File: config.mk
export PLATFORM = sky130hd
export DESIGN_NAME = uart_rx_param
export DESIGN_NICKNAME = d
export VERILOG_FILES = /design/src/rtl/uart_rx_param.sv
export SDC_FILE = /design/constraint.sdc
export NUM_CORES = 1
export LEC_CHECK = 0
export ABC_CLOCK_PERIOD_IN_PS = 2600
export BUFFER_PORTS_ARGS = -buffer_cell sky130_fd_sc_hd__buf_2
export CAP_MARGIN = 40
export CORE_AREA = 2 2 92 94
export CTS_CLUSTER_SIZE = 40
export DETAILED_ROUTE_END_ITERATION = 6
export DIE_AREA = 0 0 94 96
export PLACE_DENSITY_LB_ADDON = 0.3
export RECOVER_POWER = 100
export SLEW_MARGIN = 25
export SYNTH_ARGS = -nofsm -noshare
export SYNTH_HDL_FRONTEND = slang
export SYNTH_SLANG_ARGS = --single-unit
File: constraint.sdc
create_clock -name clk -period 2.6 [get_ports clk]
set_clock_uncertainty 0.1 [all_clocks]
set_input_delay 0 -clock clk [delete_from_list [all_inputs] [get_ports clk]]
set_output_delay 0 -clock clk [all_outputs]
set_load 0.01 [all_outputs]
File: src/rtl/uart_rx_param.sv
// uart_rx_param
// Parametrised UART receiver. It oversamples the serial line with a baud
// counter, decodes start/data/parity/stop bits, flags parity and framing
// errors, and queues each received word in a first-word-fall-through FIFO.
//
// Ports
//   clk            system clock
//   reset          synchronous active-high reset
//   RX_Serial      asynchronous serial input, idle high
//   rx_data        data of the FIFO head entry
//   rx_parity_err  parity error flag of the head entry
//   rx_frame_err   framing error flag of the head entry
//   rx_valid       FIFO holds at least one entry
//   rx_ready       consumer takes the head entry when rx_valid is high
//   rx_overrun     one-cycle pulse when a finished frame is dropped (FIFO full)
//   rx_count       current FIFO occupancy
module uart_rx_param #(
  parameter int FREQ       = 100000000,
  parameter int BAUDRATE   = 9600,
  parameter int DATA_BITS  = 8,
  parameter int PARITY     = 0,
  parameter int STOP_BITS  = 1,
  parameter int FIFO_DEPTH = 4
) (
  input  logic                          clk,
  input  logic                          reset,
  input  logic                          RX_Serial,
  output logic [DATA_BITS-1:0]          rx_data,
  output logic                          rx_parity_err,
  output logic                          rx_frame_err,
  output logic                          rx_valid,
  input  logic                          rx_ready,
  output logic                          rx_overrun,
  output logic [$clog2(FIFO_DEPTH):0]   rx_count
);

  localparam int DIV     = FREQ / BAUDRATE;
  localparam int CNT_W   = $clog2(DIV);
  localparam int IDX_W   = $clog2(DATA_BITS);
  localparam int PTR_W   = $clog2(FIFO_DEPTH);
  localparam int OCC_W   = PTR_W + 1;
  localparam int ENTRY_W = DATA_BITS + 2;

  localparam logic [CNT_W-1:0] CNT_RELOAD = CNT_W'(DIV - 1);
  localparam logic [CNT_W-1:0] CNT_HALF   = CNT_W'(DIV / 2 - 1);
  localparam logic [IDX_W-1:0] LAST_IDX   = IDX_W'(DATA_BITS - 1);
  localparam logic [OCC_W-1:0] OCC_FULL   = OCC_W'(FIFO_DEPTH);

  typedef enum logic [2:0] {IDLE, START, DATA, PAR, STOP} state_t;

  // --------------------------------------------------------------------
  // Input synchronizer (resets to the idle-high line level)
  // --------------------------------------------------------------------
  logic sync1_reg, sync2_reg;
  logic rxs;

  always_ff @(posedge clk) begin
    if (reset) begin
      sync1_reg <= 1'b1;
      sync2_reg <= 1'b1;
    end else begin
      sync1_reg <= RX_Serial;
      sync2_reg <= sync1_reg;
    end
  end

  assign rxs = sync2_reg;

  // --------------------------------------------------------------------
  // Frame decoder
  // --------------------------------------------------------------------
  state_t               state_reg;
  logic [CNT_W-1:0]     cnt_reg;
  logic [IDX_W-1:0]     idx_reg;
  logic                 stop_idx_reg;
  logic [DATA_BITS-1:0] data_reg;
  logic                 perr_reg;
  logic                 ferr_reg;
  logic                 sample;
  logic                 stop_last;
  logic                 push_en;
  logic [ENTRY_W-1:0]   push_entry;

  assign sample    = (cnt_reg == '0);
  assign stop_last = (stop_idx_reg == 1'(STOP_BITS - 1));

  // The word is pushed on the last stop sample itself, so the current
  // stop-bit level is folded into the framing flag combinationally.
  assign push_en    = (state_reg == STOP) && sample && stop_last;
  assign push_entry = {data_reg, perr_reg, ferr_reg | ~rxs};

  always_ff @(posedge clk) begin
    if (reset) begin
      state_reg    <= IDLE;
      cnt_reg      <= '0;
      idx_reg      <= '0;
      stop_idx_reg <= 1'b0;
      data_reg     <= '0;
      perr_reg     <= 1'b0;
      ferr_reg     <= 1'b0;
    end else begin
      // Baud counter runs in every non-idle state; the sample event is at 0.
      if (state_reg != IDLE) begin
        cnt_reg <= sample ? CNT_RELOAD : cnt_reg - CNT_W'(1);
      end
      case (state_reg)
        IDLE: begin
          if (!rxs) begin
            // First sample lands half a bit in, i.e. the start-bit centre.
            cnt_reg   <= CNT_HALF;
            state_reg <= START;
          end
        end
        START: begin
          if (sample) begin
            if (!rxs) begin
              idx_reg   <= '0;
              perr_reg  <= 1'b0;
              ferr_reg  <= 1'b0;
              state_reg <= DATA;
            end else begin
              state_reg <= IDLE;
            end
          end
        end
        DATA: begin
          if (sample) begin
            data_reg[idx_reg] <= rxs;
            idx_reg           <= idx_reg + IDX_W'(1);
            if (idx_reg == LAST_IDX) begin
              stop_idx_reg <= 1'b0;
              state_reg    <= (PARITY != 0) ? PAR : STOP;
            end
          end
        end
        PAR: begin
          if (sample) begin
            perr_reg     <= ((^data_reg) ^ rxs) != (PARITY == 1);
            stop_idx_reg <= 1'b0;
            state_reg    <= STOP;
          end
        end
        STOP: begin
          if (sample) begin
            if (!rxs) ferr_reg <= 1'b1;
            if (stop_last) state_reg    <= IDLE;
            else           stop_idx_reg <= 1'b1;
          end
        end
        default: state_reg <= IDLE;
      endcase
    end
  end

  // --------------------------------------------------------------------
  // Receive FIFO (first-word fall-through via a registered head copy)
  // --------------------------------------------------------------------
  logic [ENTRY_W-1:0] mem [FIFO_DEPTH];
  logic [PTR_W-1:0]   wr_ptr_reg, rd_ptr_reg, rd_next;
  logic [OCC_W-1:0]   count_reg, count_next;
  logic [ENTRY_W-1:0] head_reg;
  logic               overrun_reg;
  logic               full, pop, push_ok, bypass;

  assign full    = (count_reg == OCC_FULL);
  assign pop     = (count_reg != '0) && rx_ready;
  assign push_ok = push_en && (!full || pop);
  assign rd_next = rd_ptr_reg + PTR_W'(pop);
  // Nothing left behind the head after this cycle's pop: the new head can
  // only be the word being pushed now.
  assign bypass  = (count_reg == '0) || ((count_reg == OCC_W'(1)) && pop);

  always_comb begin
    count_next = count_reg;
    if (push_ok && !pop)      count_next = count_reg + OCC_W'(1);
    else if (!push_ok && pop) count_next = count_reg - OCC_W'(1);
  end

  always_ff @(posedge clk) begin
    if (push_ok) mem[wr_ptr_reg] <= push_entry;
  end

  always_ff @(posedge clk) begin
    if (reset) begin
      wr_ptr_reg  <= '0;
      rd_ptr_reg  <= '0;
      count_reg   <= '0;
      head_reg    <= '0;
      overrun_reg <= 1'b0;
    end else begin
      if (push_ok) wr_ptr_reg <= wr_ptr_reg + PTR_W'(1);
      rd_ptr_reg  <= rd_next;
      count_reg   <= count_next;
      overrun_reg <= push_en && full && !pop;
      // Head holds its last value while the FIFO is empty.
      if (count_next != '0) head_reg <= bypass ? push_entry : mem[rd_next];
    end
  end

  assign rx_data       = head_reg[ENTRY_W-1:2];
  assign rx_parity_err = head_reg[1];
  assign rx_frame_err  = head_reg[0];
  assign rx_valid      = (count_reg != '0);
  assign rx_overrun    = overrun_reg;
  assign rx_count      = count_reg;

endmodule

After elaboration in Yosys (flattened, before gate mapping)

Memory sizes are Yosys's and may differ from the RTL's.
Index checks and enable logic that the tools add are counted.

Add/subtract/negate cells: 6
Equal/unequal tests: 16
Mux-type cells: 38
$mul: 0
Shifts and indexed selects: 0
Divide/modulo/power cells: 0
$lt $le $gt $ge: 2
Bitwise logic cells: 4
Reductions and logical operators: 32

Operators with widths:

| operator                                                    | number |
|---|---|
| two-way mux 14 bit                                          | 4 |
| two-way mux 3 bit                                           | 12 |
| inequality test 2 bit (second input constant)               | 9 |
| one-hot mux 3 bit (5 select lines)                          | 1 |
| zero test 14 bit                                            | 1 |
| subtractor 14 x 1 -> 14 bit (second input constant)         | 1 |
| two-way mux 1 bit                                           | 13 |
| nonzero test 3 bit                                          | 4 |
| logical AND 1 bit                                           | 10 |
| two-way mux 10 bit                                          | 1 |
| AND reduction 5 bit                                         | 2 |
| equality test 3 bit (second input constant)                 | 3 |
| bitwise mux 8 bit                                           | 1 |
| AND reduction 4 bit                                         | 2 |
| parity 8 bit                                                | 1 |
| AND reduction 7 bit                                         | 1 |
| adder 3 x 1 -> 3 bit (second input constant)                | 2 |
| equality test 3 x 1 -> 1 bit (second input constant)        | 2 |
| equality test 3 x 2 -> 1 bit (second input constant)        | 2 |
| zero test 3 bit                                             | 2 |
| one-hot mux 3 bit (2 select lines)                          | 1 |
| nonzero test 2 bit                                          | 3 |
| less-than comparator 3 x 4 -> 1 bit (second input constant) | 1 |
| one-hot mux 1 bit (2 select lines)                          | 2 |
| other kinds (13)                                            | 17 |

Bits of input ports: 4
Bits in latches: 0
Memory bits (read-only): 0
Memories kept: 1
Bits in writable memories: 40
Word-level logic and storage cells: 113
Register bits: 51
Output and inout port bits: 15

Memory list:

| memory | depth | width | rd ports | clocked after memory_dff | write ports | RTL line | RTL |
|---|---|---|---|---|---|---|---|
| mem    | 4     | 10    | 1        | 0                        | 1           | 158      | `logic [ENTRY_W-1:0] mem [FIFO_DEPTH];` |

Depth between registers and ports, before layout

Depth in word-level cells: 9
Gate-level depth with buffers: 12
Depth with buffers taken out: 11

Least setup slack after synthesis

Ideal clock, no wire load.

Kind: register to register
Start: reg count_reg[0] (netlist: rx_count[0])
End: reg head_reg[1]
Arrival time: 2.768 ns
Period minus slack after synthesis: 2.990 ns
Path buffers: 1
Path slack: -0.390 ns
Cell stages (with the launch flop): 12
Library setup time: 0.121 ns
Required time: 2.379 ns
Cell sequence: dfxtp_1 > inv_1 > ha_1 > nand2b_1 > nand2_1 > inv_1 > ha_1 > buf_1 > mux4_2 > nor2_1 > nor3_1 > mux2_4

Elaborated cells between the ends (all ways): 22
Classes of those cells: add/sub (3); eq/ne (2); mux (3); reduce/logical (13); memory (1)

RTL lines:

| element                | RTL line | RTL |
|---|---|---|
| start, declared        | 160      | `logic [OCC_W-1:0] count_reg, count_next;` |
| start signal, assigned | 193      | `count_reg <= count_next;` |
| nonzero test 3 bit     | --       |  |
| via rx_valid           | 31       | `output logic rx_valid,` |
| logical AND 1 bit      | 166      | `assign pop = (count_reg != '0) && rx_ready;` |
| adder 2 x 1 -> 2 bit   | 168      | `assign rd_next = rd_ptr_reg + PTR_W'(pop);` |
| via rd_next[0]         | 159      | `logic [PTR_W-1:0] wr_ptr_reg, rd_ptr_reg, rd_next;` |
| memory (4 x 10 bit)    | --       |  |
| two-way mux 10 bit     | 196      | `if (count_next != '0) head_reg <= bypass ? push_entry : mem[rd_next];` |
| end signal, assigned   | 196      |  |
| end, declared          | 161      | `logic [ENTRY_W-1:0] head_reg;` |

The timed path passes the listed nets, and every way through them passes these cells.
A chain may end at the register's enable or synchronous reset.

Worst setup path after layout

Start: reg cnt_reg[1]
End: reg head_reg[8]

Cells in the longest elaborated chain, start to end: 9
Elaborated cells between the ends (all ways): 10
Classes of those cells: mux (2); reduce/logical (8)

Ends and longest elaborated chain:

| element                          | RTL line | RTL |
|---|---|---|
| start, declared                  | 73       | `logic [CNT_W-1:0] cnt_reg;` |
| start signal, assigned           | 104      | `cnt_reg <= sample ? CNT_RELOAD : cnt_reg - CNT_W'(1);` |
| zero test 14 bit *               | 84       | `assign sample = (cnt_reg == '0);` |
| logical AND 1 bit * (2 in a row) | 89       | `assign push_en = (state_reg == STOP) && sample && stop_last;` |
| logical AND 1 bit *              | 167      | `assign push_ok = push_en && (!full \|\| pop);` |
| zero test 1 bit                  | 176      | `else if (!push_ok && pop) count_next = count_reg - OCC_W'(1);` |
| logical AND 1 bit                | 176      |  |
| two-way mux 3 bit                | 176      |  |
| two-way mux 3 bit *              | 175      | `if (push_ok && !pop) count_next = count_reg + OCC_W'(1);` |
| nonzero test 3 bit *             | 196      |  |

Mark *: on every way between the ends. The rest lies on a longest branch, timed or not.

==> flow_metrics.env <==
export IMPL_syn_avg_cell_area_um2=11.2
export IMPL_async_flop_share_pct=0
export IMPL_cts_root_buffer="clkbuf_8"
export IMPL_nets=454
export IMPL_p_int_mw=3.17
export IMPL_crit_fanout=10
export IMPL_yosysSeqAreaShare_pct=51.4
export IMPL_path_class="register to register"
export IMPL_dp_cells=528
export IMPL_rr_startpoint="cnt_reg[1]$_SDFF_PP0_"
export IMPL_period_needed_ps=2750
export IMPL_ios=19
export IMPL_switching_power_mw=1.48
export IMPL_drv_slew=0
export IMPL_p_seq_share_pct=34.3
export IMPL_crit_path_start_kind="register"
export IMPL_antenna_found_initial=0
export IMPL_insertedDiodeCount=0
export IMPL_fmax_mhz=364
export IMPL_ys_ff_latch=90
export IMPL_cts_buffers=9
export IMPL_drt_total_wl_um=8880
export IMPL_crit_required_ps=2750
export IMPL_setup_viol=55
export IMPL_antenna_left=0
export IMPL_clk_transition_reported_paths_ps=100
export IMPL_status="finished with violations"
export IMPL_path_cells="inv_1, ha_1, or4b_4, nor4_4, a21oi_2, or4_4, a22oi_4, buf_12, mux2_4"
export IMPL_mostFrequentLayoutCell="dfxtp_1"
export IMPL_largest_reg_flops=40
export IMPL_fin_ws_ps=-146
export IMPL_grt_usage_pct=21.1
export IMPL_core_mm2=0.00805
export IMPL_setup_tns_ps=-5650
export IMPL_drt_initial_drc_count=179
export IMPL_clock_sinks=90
export IMPL_worstSetupStartpoint="cnt_reg[1]$_SDFF_PP0_"
export IMPL_rows=33
export IMPL_wl_met3_um=339
export IMPL_syn_area_mm2=0.00428
export IMPL_min_delay_start="reset"
export IMPL_htreeDepth=3
export IMPL_dieHeight_um=96
export IMPL_cpPeakStageDelay_ps=500
export IMPL_switching_share_pct=31.8
export IMPL_tightest_slew_ps=789
export IMPL_synth_edf_count=40
export IMPL_initial_core_util_pct=53.2
export IMPL_power_leakage_nw=1.96
export IMPL_clkPwrFrac_pct=27.0
export IMPL_wl_met1_um=4040
export IMPL_drt_pass1_iterations=5
export IMPL_cts_buffer_depth=2
export IMPL_routed_top_layer="met4"
export IMPL_synthCells=382
export IMPL_grt_pass1_wl_um=14500
export IMPL_drv_cap=0
export IMPL_worstPathArrival_ps=2900
export IMPL_crit_buf_inv=2
export IMPL_grt_setup_unrepaired="yes"
export IMPL_dieArea_mm2=0.00902
export IMPL_via_per_inst=5.60
export IMPL_stdcell_area_mm2=0.00514
export IMPL_combPwrFrac_pct=38.6
export IMPL_overflow=0
export IMPL_wire_per_inst_um=16.2
export IMPL_grt_max_degree=43
export IMPL_synthFlopType="dfxtp_1"
export IMPL_power_density_mw_per_mm2=904
export IMPL_num_vias=3063
export IMPL_grt_pass1_vias=3044
export IMPL_critPathSlowestCell="or4b_4"
export IMPL_ir_drop_mv=0.427
export IMPL_cts_tree="yes"
export IMPL_crit_family="simple AND/OR/NAND/NOR gates"
export IMPL_final_cell_mix="dfxtp_1, nor2_1, edfxtp_1"
export IMPL_wl_met2_um=4340
export IMPL_fin_cells=547
export IMPL_gp_congestion=0.796
export IMPL_power_mw=4.64
export IMPL_post_dp_cell_area_mm2=0.00485
export IMPL_violations="negative setup slack"
export IMPL_synth_distinct_cells=51
export IMPL_filler_cell_count=640
export IMPL_drc=0
export IMPL_hold_viol_final=0
export IMPL_whs_ps=99.6
export IMPL_finalCritPeriodShare_pct=106
export IMPL_hold_path_class="input port to register"
export IMPL_syn2layout_area_growth_pct=20.0
export IMPL_numPortBuffers=18
export IMPL_synthesis_nets=399
export IMPL_ys_warn_count=0
export IMPL_relSlewSlack_pct=47.4
export IMPL_hpwl_um=5960
export IMPL_end_kind="register"
export IMPL_clock_latency_ps=360
export IMPL_drive_gt1_share_pct=23.3
export IMPL_fp_dieW_um=94
-- path summary, 6_finish.rpt --
path	cells past startpoint	slack, ps	endpoint
worst max-delay path	9	-150	head_reg[8]$_SDFFE_PP0P_
worst min-delay path	2	100	rx_count[0]$_SDFF_PP0_
worst max register to register	9	-150	head_reg[8]$_SDFFE_PP0P_
worst min register to register	1	320	rxs$_SDFF_PP1_
-- metal layers --
metal	vias up	track usage, %
met5	-	0
met2	67	35.4
met1	1491	27.0
met3	13	3.60
li1	1492	-
met4	0	9.42
-- synth_stat cells (2+ instances only) --
cell,n,area share (%)
dfxtp_1,50,23
nor2_1,41,3.6
edfxtp_1,40,28
nor3_1,34,4.0
a21oi_1,18,2.1
clkbuf_1,17,1.5
inv_1,14,1.2
nor2b_1,14,2.0
xnor2_1,14,2.9
ha_1,13,3.8
mux2i_1,10,2.3
mux4_2,10,5.3
mux2_4,9,3.2
nand2_1,9,0.79
o21ai_0,7,0.82
nand3_1,6,0.70
nand4_1,6,0.88
xor2_1,6,1.2
and2_1,5,0.73
or3_1,5,0.73
a311oi_1,4,0.82
nand2b_1,4,0.58
nand4b_1,4,0.82
nor4_1,4,0.58
a22oi_1,3,0.53
or2_2,3,0.44
a211oi_1,2,0.35
and3_1,2,0.29
buf_1,2,0.18
nor4_4,2,0.99
o21ai_1,2,0.23
or4_1,2,0.35
or4_4,2,0.53
-- cell families (layout without fill, tap and decap cells) --
family                   count (synthesis)  count (layout)  share of synthesized area, %
AND/OR/NAND/NOR                        152             152                          20.1
flip-flops                              90              90                          51.4
AO/OA/AOI/OAI                           44              44                          6.78
buffers and inverters                   34              94                          3.01
multiplexers                            29              29                          10.8
XOR/XNOR                                20              20                          4.09
adder cells (fa/ha/maj)                 13              13                          3.80
-- worst register-to-register path: cells and delay by family, from the launching register on --
family                   cells  cell delay [ps]
AO/OA/AOI/OAI                2              340
adder cells (fa/ha/maj)      1              140
buffers and inverters        2              240
flip-flops                   1              320
multiplexers                 1              300
AND/OR/NAND/NOR              3             1190
-- area by class of cell --
type	instances	area (um^2)	share of cell area [%]
repair buffers	64	474	9.23
clock inverters	7	146	2.85
inverters	14	52.6	1.02
flip-flops and latches	90	2200	42.9
well taps	105	131	2.56
multi-input cells	258	2000	39.0
clock buffers	9	124	2.41
-- power groups by stage --
stage / Clock, mW / Sequential, mW / Combinational [mW]
2_1_floorplan: 0 / 1.65 / 1.17
3_3_place_gp: 0 / 1.62 / 1.74
3_5_place_dp: 0 / 1.62 / 1.78
4_1_cts: 1.28 / 1.59 / 1.83
5_1_grt: 1.34 / 1.60 / 1.92
6_report: 1.25 / 1.59 / 1.79
-- metrics by stage --
step           worst slack, ps  util (%)
4_1_cts                   -166      64.3
3_5_place_dp              -183      60.2
2_1_floorplan             -177         -
3_3_place_gp             -97.1      60.2
5_1_grt                   -256      63.8
6_report                  -146      63.8
-- timing repair --
action                     CTS  global route
pin swaps                    2             1
hold endpoints to repair     2             0
buffers inserted             1             0
setup endpoints to repair   51            56
gates cloned                 0             0
hold buffers                 2             0
resized for setup            4             6
No activity file was read; power rests on OpenSTA's default activity.
